### config.mk
export PLATFORM = sky130hd
export DESIGN_NAME = control_sequencer
export DESIGN_NICKNAME = d
export VERILOG_FILES = /design/src/rtl/control_sequencer.sv
export SDC_FILE = /design/constraint.sdc
export NUM_CORES = 1
export LEC_CHECK = 0
export CORE_UTILIZATION = 40
export DETAILED_ROUTE_END_ITERATION = 6
export DONT_BUFFER_PORTS = 1
export PLACE_DENSITY = 0.59
export SLEW_MARGIN = 40
export SYNTH_ARGS = -nofsm -noshare
export SYNTH_HDL_FRONTEND = slang
export SYNTH_SLANG_ARGS = --single-unit
### constraint.sdc
create_clock -name clock -period 2.36 [get_ports clock]
set_input_delay 0.472 -clock clock [delete_from_list [all_inputs] [get_ports clock]]
set_output_delay 0.472 -clock clock [all_outputs]
set_load 0.01 [all_outputs]
### src/rtl/control_sequencer.sv
// control_sequencer
//   Hardwired control unit for the 32-bit bus CPU. Steps each instruction
//   through fetch (T0..T2) and an opcode-dependent execute phase (T3..T7),
//   and decodes the current step, IR and CON into every datapath control.
//
// Ports
//   clock          in   rising-edge clock
//   clear          in   synchronous active-high reset; also forces all outputs low
//   ir[31:0]       in   IR contents, opcode in ir[31:27]
//   con_ff         in   branch condition, looked at in step T6 of br only
//   stop           in   halt request, honoured on the last step of an instruction
//   *out           out  bus source selects (never more than one high)
//   *_enable       out  register loads
//   IncPC, Read, Write, CON_in              out  PC / memory / CON strobes
//   GRA, GRB, GRC, Rin, Rout, BAout         out  IR register-field controls
//   operation[OPW-1:0]                      out  ALU opcode
//   run            out  1 while executing, 0 when halted or in clear
//
// State   | meaning
// --------+-----------------------------------------------------------
// S_T0    | fetch: PC to MAR, increment PC
// S_T1    | fetch: memory read into MDR
// S_T2    | fetch: MDR to IR; nop/halt finish here
// S_T3-T7 | execute steps, sequence chosen by opcode class
// S_HALT  | stopped, all controls low, left only through clear

module control_sequencer #(
    parameter int             OPW     = 5,
    parameter logic [OPW-1:0] ALU_ADD = 5'b00011
) (
    input  logic           clock,
    input  logic           clear,
    input  logic [31:0]    ir,
    input  logic           con_ff,
    input  logic           stop,
    output logic           PCout,
    output logic           ZLowout,
    output logic           ZHighout,
    output logic           MDRout,
    output logic           HIout,
    output logic           LOout,
    output logic           Cout,
    output logic           InPortout,
    output logic           MAR_enable,
    output logic           MDR_enable,
    output logic           IR_enable,
    output logic           Y_enable,
    output logic           PC_enable,
    output logic           Z_low_enable,
    output logic           Z_high_enable,
    output logic           HI_enable,
    output logic           LO_enable,
    output logic           OutPort_enable,
    output logic           IncPC,
    output logic           Read,
    output logic           Write,
    output logic           CON_in,
    output logic           GRA,
    output logic           GRB,
    output logic           GRC,
    output logic           Rin,
    output logic           Rout,
    output logic           BAout,
    output logic [OPW-1:0] operation,
    output logic           run
);

    typedef enum logic [3:0] {
        S_T0, S_T1, S_T2, S_T3, S_T4, S_T5, S_T6, S_T7, S_HALT
    } state_t;

    state_t state_q, state_d;
    state_t last_step;

    logic [OPW-1:0] op;
    logic c_ld, c_ldi, c_st, c_mem, c_alu3, c_imm, c_muldiv, c_unary;
    logic c_br, c_jal, c_jr, c_in, c_out, c_mflo, c_mfhi, c_halt;

    // Only the opcode field matters to the sequencer; the register fields
    // are decoded by the datapath itself under GRA/GRB/GRC.
    logic unused_ir_fields;
    assign unused_ir_fields = ^ir[31-OPW:0];

    assign op = ir[31 -: OPW];

    always_comb begin
        c_ld     = (op == OPW'(0));
        c_ldi    = (op == OPW'(1));
        c_st     = (op == OPW'(2));
        c_mem    = c_ld | c_ldi | c_st;
        c_alu3   = (op >= OPW'(3))  && (op <= OPW'(11));
        c_imm    = (op >= OPW'(12)) && (op <= OPW'(14));
        c_muldiv = (op == OPW'(15)) || (op == OPW'(16));
        c_unary  = (op == OPW'(17)) || (op == OPW'(18));
        c_br     = (op == OPW'(19));
        c_jal    = (op == OPW'(20));
        c_jr     = (op == OPW'(21));
        c_in     = (op == OPW'(22));
        c_out    = (op == OPW'(23));
        c_mflo   = (op == OPW'(24));
        c_mfhi   = (op == OPW'(25));
        c_halt   = (op == OPW'(27));
    end

    // Final step of the current instruction; anything unlisted (nop,
    // halt and the spare opcodes) ends with fetch.
    always_comb begin
        last_step = S_T2;
        if (c_jr || c_in || c_out || c_mflo || c_mfhi)
            last_step = S_T3;
        else if (c_unary || c_jal)
            last_step = S_T4;
        else if (c_alu3 || c_imm || c_ldi)
            last_step = S_T5;
        else if (c_muldiv || c_br)
            last_step = S_T6;
        else if (c_ld || c_st)
            last_step = S_T7;
    end

    always_comb begin
        state_d = state_q;
        if (state_q == S_HALT) begin
            state_d = S_HALT;
        end else if (state_q == last_step) begin
            state_d = (c_halt || stop) ? S_HALT : S_T0;
        end else begin
            case (state_q)
                S_T0:    state_d = S_T1;
                S_T1:    state_d = S_T2;
                S_T2:    state_d = S_T3;
                S_T3:    state_d = S_T4;
                S_T4:    state_d = S_T5;
                S_T5:    state_d = S_T6;
                S_T6:    state_d = S_T7;
                default: state_d = S_T0;
            endcase
        end
    end

    always_ff @(posedge clock) begin
        if (clear)
            state_q <= S_T0;
        else
            state_q <= state_d;
    end

    always_comb begin
        PCout = 1'b0; ZLowout = 1'b0; ZHighout = 1'b0; MDRout = 1'b0;
        HIout = 1'b0; LOout = 1'b0; Cout = 1'b0; InPortout = 1'b0;
        MAR_enable = 1'b0; MDR_enable = 1'b0; IR_enable = 1'b0; Y_enable = 1'b0;
        PC_enable = 1'b0; Z_low_enable = 1'b0; Z_high_enable = 1'b0;
        HI_enable = 1'b0; LO_enable = 1'b0; OutPort_enable = 1'b0;
        IncPC = 1'b0; Read = 1'b0; Write = 1'b0; CON_in = 1'b0;
        GRA = 1'b0; GRB = 1'b0; GRC = 1'b0; Rin = 1'b0; Rout = 1'b0; BAout = 1'b0;
        operation = '0;
        run = 1'b0;

        // clear overrides the decode so an abandoned instruction cannot
        // strobe anything during the reset cycle.
        if (!clear && state_q != S_HALT) begin
            run = 1'b1;
            case (state_q)
                S_T0: begin
                    PCout = 1'b1; MAR_enable = 1'b1; IncPC = 1'b1;
                end
                S_T1: begin
                    Read = 1'b1; MDR_enable = 1'b1;
                end
                S_T2: begin
                    MDRout = 1'b1; IR_enable = 1'b1;
                end
                S_T3: begin
                    if (c_alu3 || c_imm) begin
                        GRB = 1'b1; Rout = 1'b1; Y_enable = 1'b1;
                    end else if (c_unary) begin
                        GRB = 1'b1; Rout = 1'b1; Z_low_enable = 1'b1; operation = op;
                    end else if (c_mem) begin
                        GRB = 1'b1; BAout = 1'b1; Y_enable = 1'b1;
                    end else if (c_muldiv) begin
                        GRA = 1'b1; Rout = 1'b1; Y_enable = 1'b1;
                    end else if (c_br) begin
                        GRA = 1'b1; Rout = 1'b1; CON_in = 1'b1;
                    end else if (c_jr) begin
                        GRA = 1'b1; Rout = 1'b1; PC_enable = 1'b1;
                    end else if (c_jal) begin
                        PCout = 1'b1; GRB = 1'b1; Rin = 1'b1;
                    end else if (c_in) begin
                        InPortout = 1'b1; GRA = 1'b1; Rin = 1'b1;
                    end else if (c_out) begin
                        GRA = 1'b1; Rout = 1'b1; OutPort_enable = 1'b1;
                    end else if (c_mflo) begin
                        LOout = 1'b1; GRA = 1'b1; Rin = 1'b1;
                    end else if (c_mfhi) begin
                        HIout = 1'b1; GRA = 1'b1; Rin = 1'b1;
                    end
                end
                S_T4: begin
                    if (c_alu3) begin
                        GRC = 1'b1; Rout = 1'b1; Z_low_enable = 1'b1; operation = op;
                    end else if (c_imm) begin
                        Cout = 1'b1; Z_low_enable = 1'b1; operation = op;
                    end else if (c_unary) begin
                        ZLowout = 1'b1; GRA = 1'b1; Rin = 1'b1;
                    end else if (c_mem) begin
                        Cout = 1'b1; Z_low_enable = 1'b1; operation = ALU_ADD;
                    end else if (c_muldiv) begin
                        GRB = 1'b1; Rout = 1'b1; Z_low_enable = 1'b1;
                        Z_high_enable = 1'b1; operation = op;
                    end else if (c_br) begin
                        PCout = 1'b1; Y_enable = 1'b1;
                    end else if (c_jal) begin
                        GRA = 1'b1; Rout = 1'b1; PC_enable = 1'b1;
                    end
                end
                S_T5: begin
                    if (c_alu3 || c_imm || c_ldi) begin
                        ZLowout = 1'b1; GRA = 1'b1; Rin = 1'b1;
                    end else if (c_ld || c_st) begin
                        ZLowout = 1'b1; MAR_enable = 1'b1;
                    end else if (c_muldiv) begin
                        ZLowout = 1'b1; LO_enable = 1'b1;
                    end else if (c_br) begin
                        Cout = 1'b1; Z_low_enable = 1'b1; operation = ALU_ADD;
                    end
                end
                S_T6: begin
                    if (c_ld) begin
                        Read = 1'b1; MDR_enable = 1'b1;
                    end else if (c_st) begin
                        GRA = 1'b1; Rout = 1'b1; MDR_enable = 1'b1;
                    end else if (c_muldiv) begin
                        ZHighout = 1'b1; HI_enable = 1'b1;
                    end else if (c_br && con_ff) begin
                        ZLowout = 1'b1; PC_enable = 1'b1;
                    end
                end
                S_T7: begin
                    if (c_ld) begin
                        MDRout = 1'b1; GRA = 1'b1; Rin = 1'b1;
                    end else if (c_st) begin
                        Write = 1'b1;
                    end
                end
                default: ;
            endcase
        end
    end

endmodule

==> reports/qor.txt <==
crit-path cells = nand2_1 -> or3_4 -> a211oi_1 -> o22ai_1 -> a21oi_2
Vias = 1565
max-cap viol count = 0
Ys Warns = 0
total grt overflow = 0
Initial Util = 42.29%
initial antenna violation count = 0
routed len/inst = 17.61 um
period utilization = 98.85%
FF+latch count, synth = 4
Max stage delay on crit path = 0.44 ns
chip height = 56.00 um
most frequent cells after synthesis = nor2_1, nand2_1, nor3_1
row count = 19
max FFs per register = 4
total CTS buffers = 3
fillers = 284
# port buffers = 0
Setup violations, final = 0
Die Area = 0.003135 mm2
DRC violation count after routing = 0
diode count = 0
total routed wirelength = 4174 um
Iter 0 DRT Violations = 79
Hold WS = 0.3091 ns
Clock Skew = 0.006383 ns
startpoint types = flip-flop
fin nets = 244
fraction of layout cells with a size suffix above 1 = 23.79%
CP Capture Type = output port
count leader, synth = nor2_1
Reg with most FFs = state_q
gpl congestion = 0.9432
Flop pwr share = 20.8%
type of the worst min-delay path = input port to flip-flop
Main synth FF type = dfxtp_1
clock transition at the registers of the reported paths = 0.04 ns
Post-Syn Nets = 232
Final Util = 50.86%
Area Overhead vs Synth = 20.28%
hold buffer count at cts = 0
I/O pins = 70
RSZ-0062 raised after global routing = yes
R2R cell count = 4
switching share of power = 42.75%
worst-skew pair later-pin latency = 0.24 ns
final hold vios = 0
Leak = 0.4701 nW
worst slew pin tran = 0.4246 ns
ys async rst share = 0%
switching pwr = 0.1824 mW
Clock Power Share = 20.1%
outcome = finished clean
clock root buffer = clkbuf_4
Netlist cell types = 50
CP Data Arrival Time = 1.86 ns
Rel. slew slack = 71.30%
Final Critical Period = 2.333 ns
Netlist Area Pre-Place = 0.001166 mm2
clk sink count = 4
Pint = 0.2442 mW
Min-Delay Path Depth = 1
highest ir drop seen on vdd = 0.2857 mV
Synth top area share = 8.584%
largest net degree at the start of global routing = 33
Max Transition Viols Final = 0
TNS Setup = 0 ns
Avg Inst Size Synth = 5.950 um2
crit path max fanout = 5
TritonCTS clock tree = yes
post-synthesis sequential area ratio = 6.867%
number of global-route vias before repair = 1410
DR pass1 iterations = 4
DP HPWL = 3098 um
power per cell area = 304.1 mW/mm2
largest cells by area after synthesis = nor3_1, nor2_1, dfxtp_1
cell taking the most area after synthesis = nor3_1
first-pass GRT wire length = 6672 um
Core Area = 0.002758 mm2
Critical Path RT = 1.89 ns
top flop regs = state_q x4
Tot GR Track Use = 26.11%
Slowest cell on crit path = dfxtp_1
Detail Route Antenna Nets = 0
Achievable Freq = 428.7 MHz
clock tree buffer depth = 2
Crit Path Class = flip-flop to output port
synthesized instance count = 196
combinational share of power = 59.0%
vias per inst = 6.603
DIE WIDTH = 56.00 um
EDFF count, synth = 0
Max H-tree Level = 1
## worst max-delay path: cells and delay by family, from the launching register on
kind | cells | cell delay [ns]
and+or+nand+nor | 2 | 0.51
DFF | 1 | 0.44
AOI/OAI and AO/OA | 3 | 0.68
## cell type report
cell class | count | area [um2] | area share, %
multi-input cells | 170 | 1041 | 74.22
repair buffers | 27 | 210.2 | 14.99
flip-flops and latches | 4 | 82.58 | 5.888
well taps | 31 | 38.79 | 2.765
clock buffers | 3 | 22.52 | 1.606
inverters | 2 | 7.507 | 0.5352
## per-stage QoR
| step | cells | power [mW] | worst slack (ns) | instance area (um2) |
|---|---|---|---|---|
| 2_1_floorplan | 196 | 0.2724 | 0.03161 | 1166 |
| 3_3_place_gp | 233 | 0.3147 | 0.1729 | 1310 |
| 3_5_place_dp | 233 | 0.3186 | 0.1876 | 1310 |
| 4_1_cts | 236 | 0.4120 | 0.01245 | 1339 |
| 5_1_grt | 237 | 0.4614 | -0.03900 | 1403 |
| 6_report | 237 | 0.4266 | 0.02723 | 1403 |
## placed cells by master, fill, tap and decap left out, drive strengths merged, types with 3 or more instances in the layout
cell type | synthesis | layout
or3 | 8 | 8
nor2 | 24 | 24
xnor2 | 4 | 4
nor2b | 10 | 10
and2 | 4 | 4
nand3 | 4 | 4
nand2b | 4 | 4
clkbuf | 13 | 3
nor3 | 20 | 20
a211oi | 4 | 4
nor4 | 5 | 5
buf | 7 | 27
nand2 | 20 | 20
a21oi | 8 | 8
a31oi | 6 | 6
o21ai | 15 | 15
dfxtp | 4 | 4
## final timing paths
| kind | start | to | slack [ns] |
|---|---|---|---|
| hold / removal | clear | state_q[0]$_SDFF_PN0_ | 0.31 |
| setup / recovery | state_q[0]$_SDFF_PN0_ | operation[0] | 0.03 |
| setup reg to reg | state_q[1]$_SDFF_PN0_ | state_q[3]$_SDFF_PP0_ | 0.91 |
| hold reg to reg | state_q[3]$_SDFF_PP0_ | state_q[0]$_SDFF_PN0_ | 0.62 |
## timing repair
item	4_1_cts	5_1_grt
buffers inserted	0	1
endpoints found under the setup margin	2	11
resized for setup	2	14
pin swaps	1	0
gates cloned	0	0
## metal layers
metal	global-route usage [%]	vias to the layer above	share of wire [%]
li1	-	744	-
met1	34.57	721	41
met5	0	-	0
met2	41.50	83	48
met4	12.89	0	3.4
met3	3.488	17	7.7
## power groups by stage
stage                     Combinational, mW  Clock [mW]  Sequential (mW)
final                                 0.252      0.0859           0.0888
after global routing                  0.275      0.0971           0.0890
after CTS                             0.236      0.0914           0.0851
after detailed placement              0.233           0           0.0853
after global placement                0.230           0           0.0850
after floorplan                       0.191           0           0.0818
## logic make-up after synthesis
group           synth area share, %
compound gates                29.72
fa+ha+maj                    0.9656
mux                           1.717
simple gates                  49.36
flops                         6.867
buf+inv                       8.370
xor+xnor                      3.004
Power figures use the tool's default switching activity.
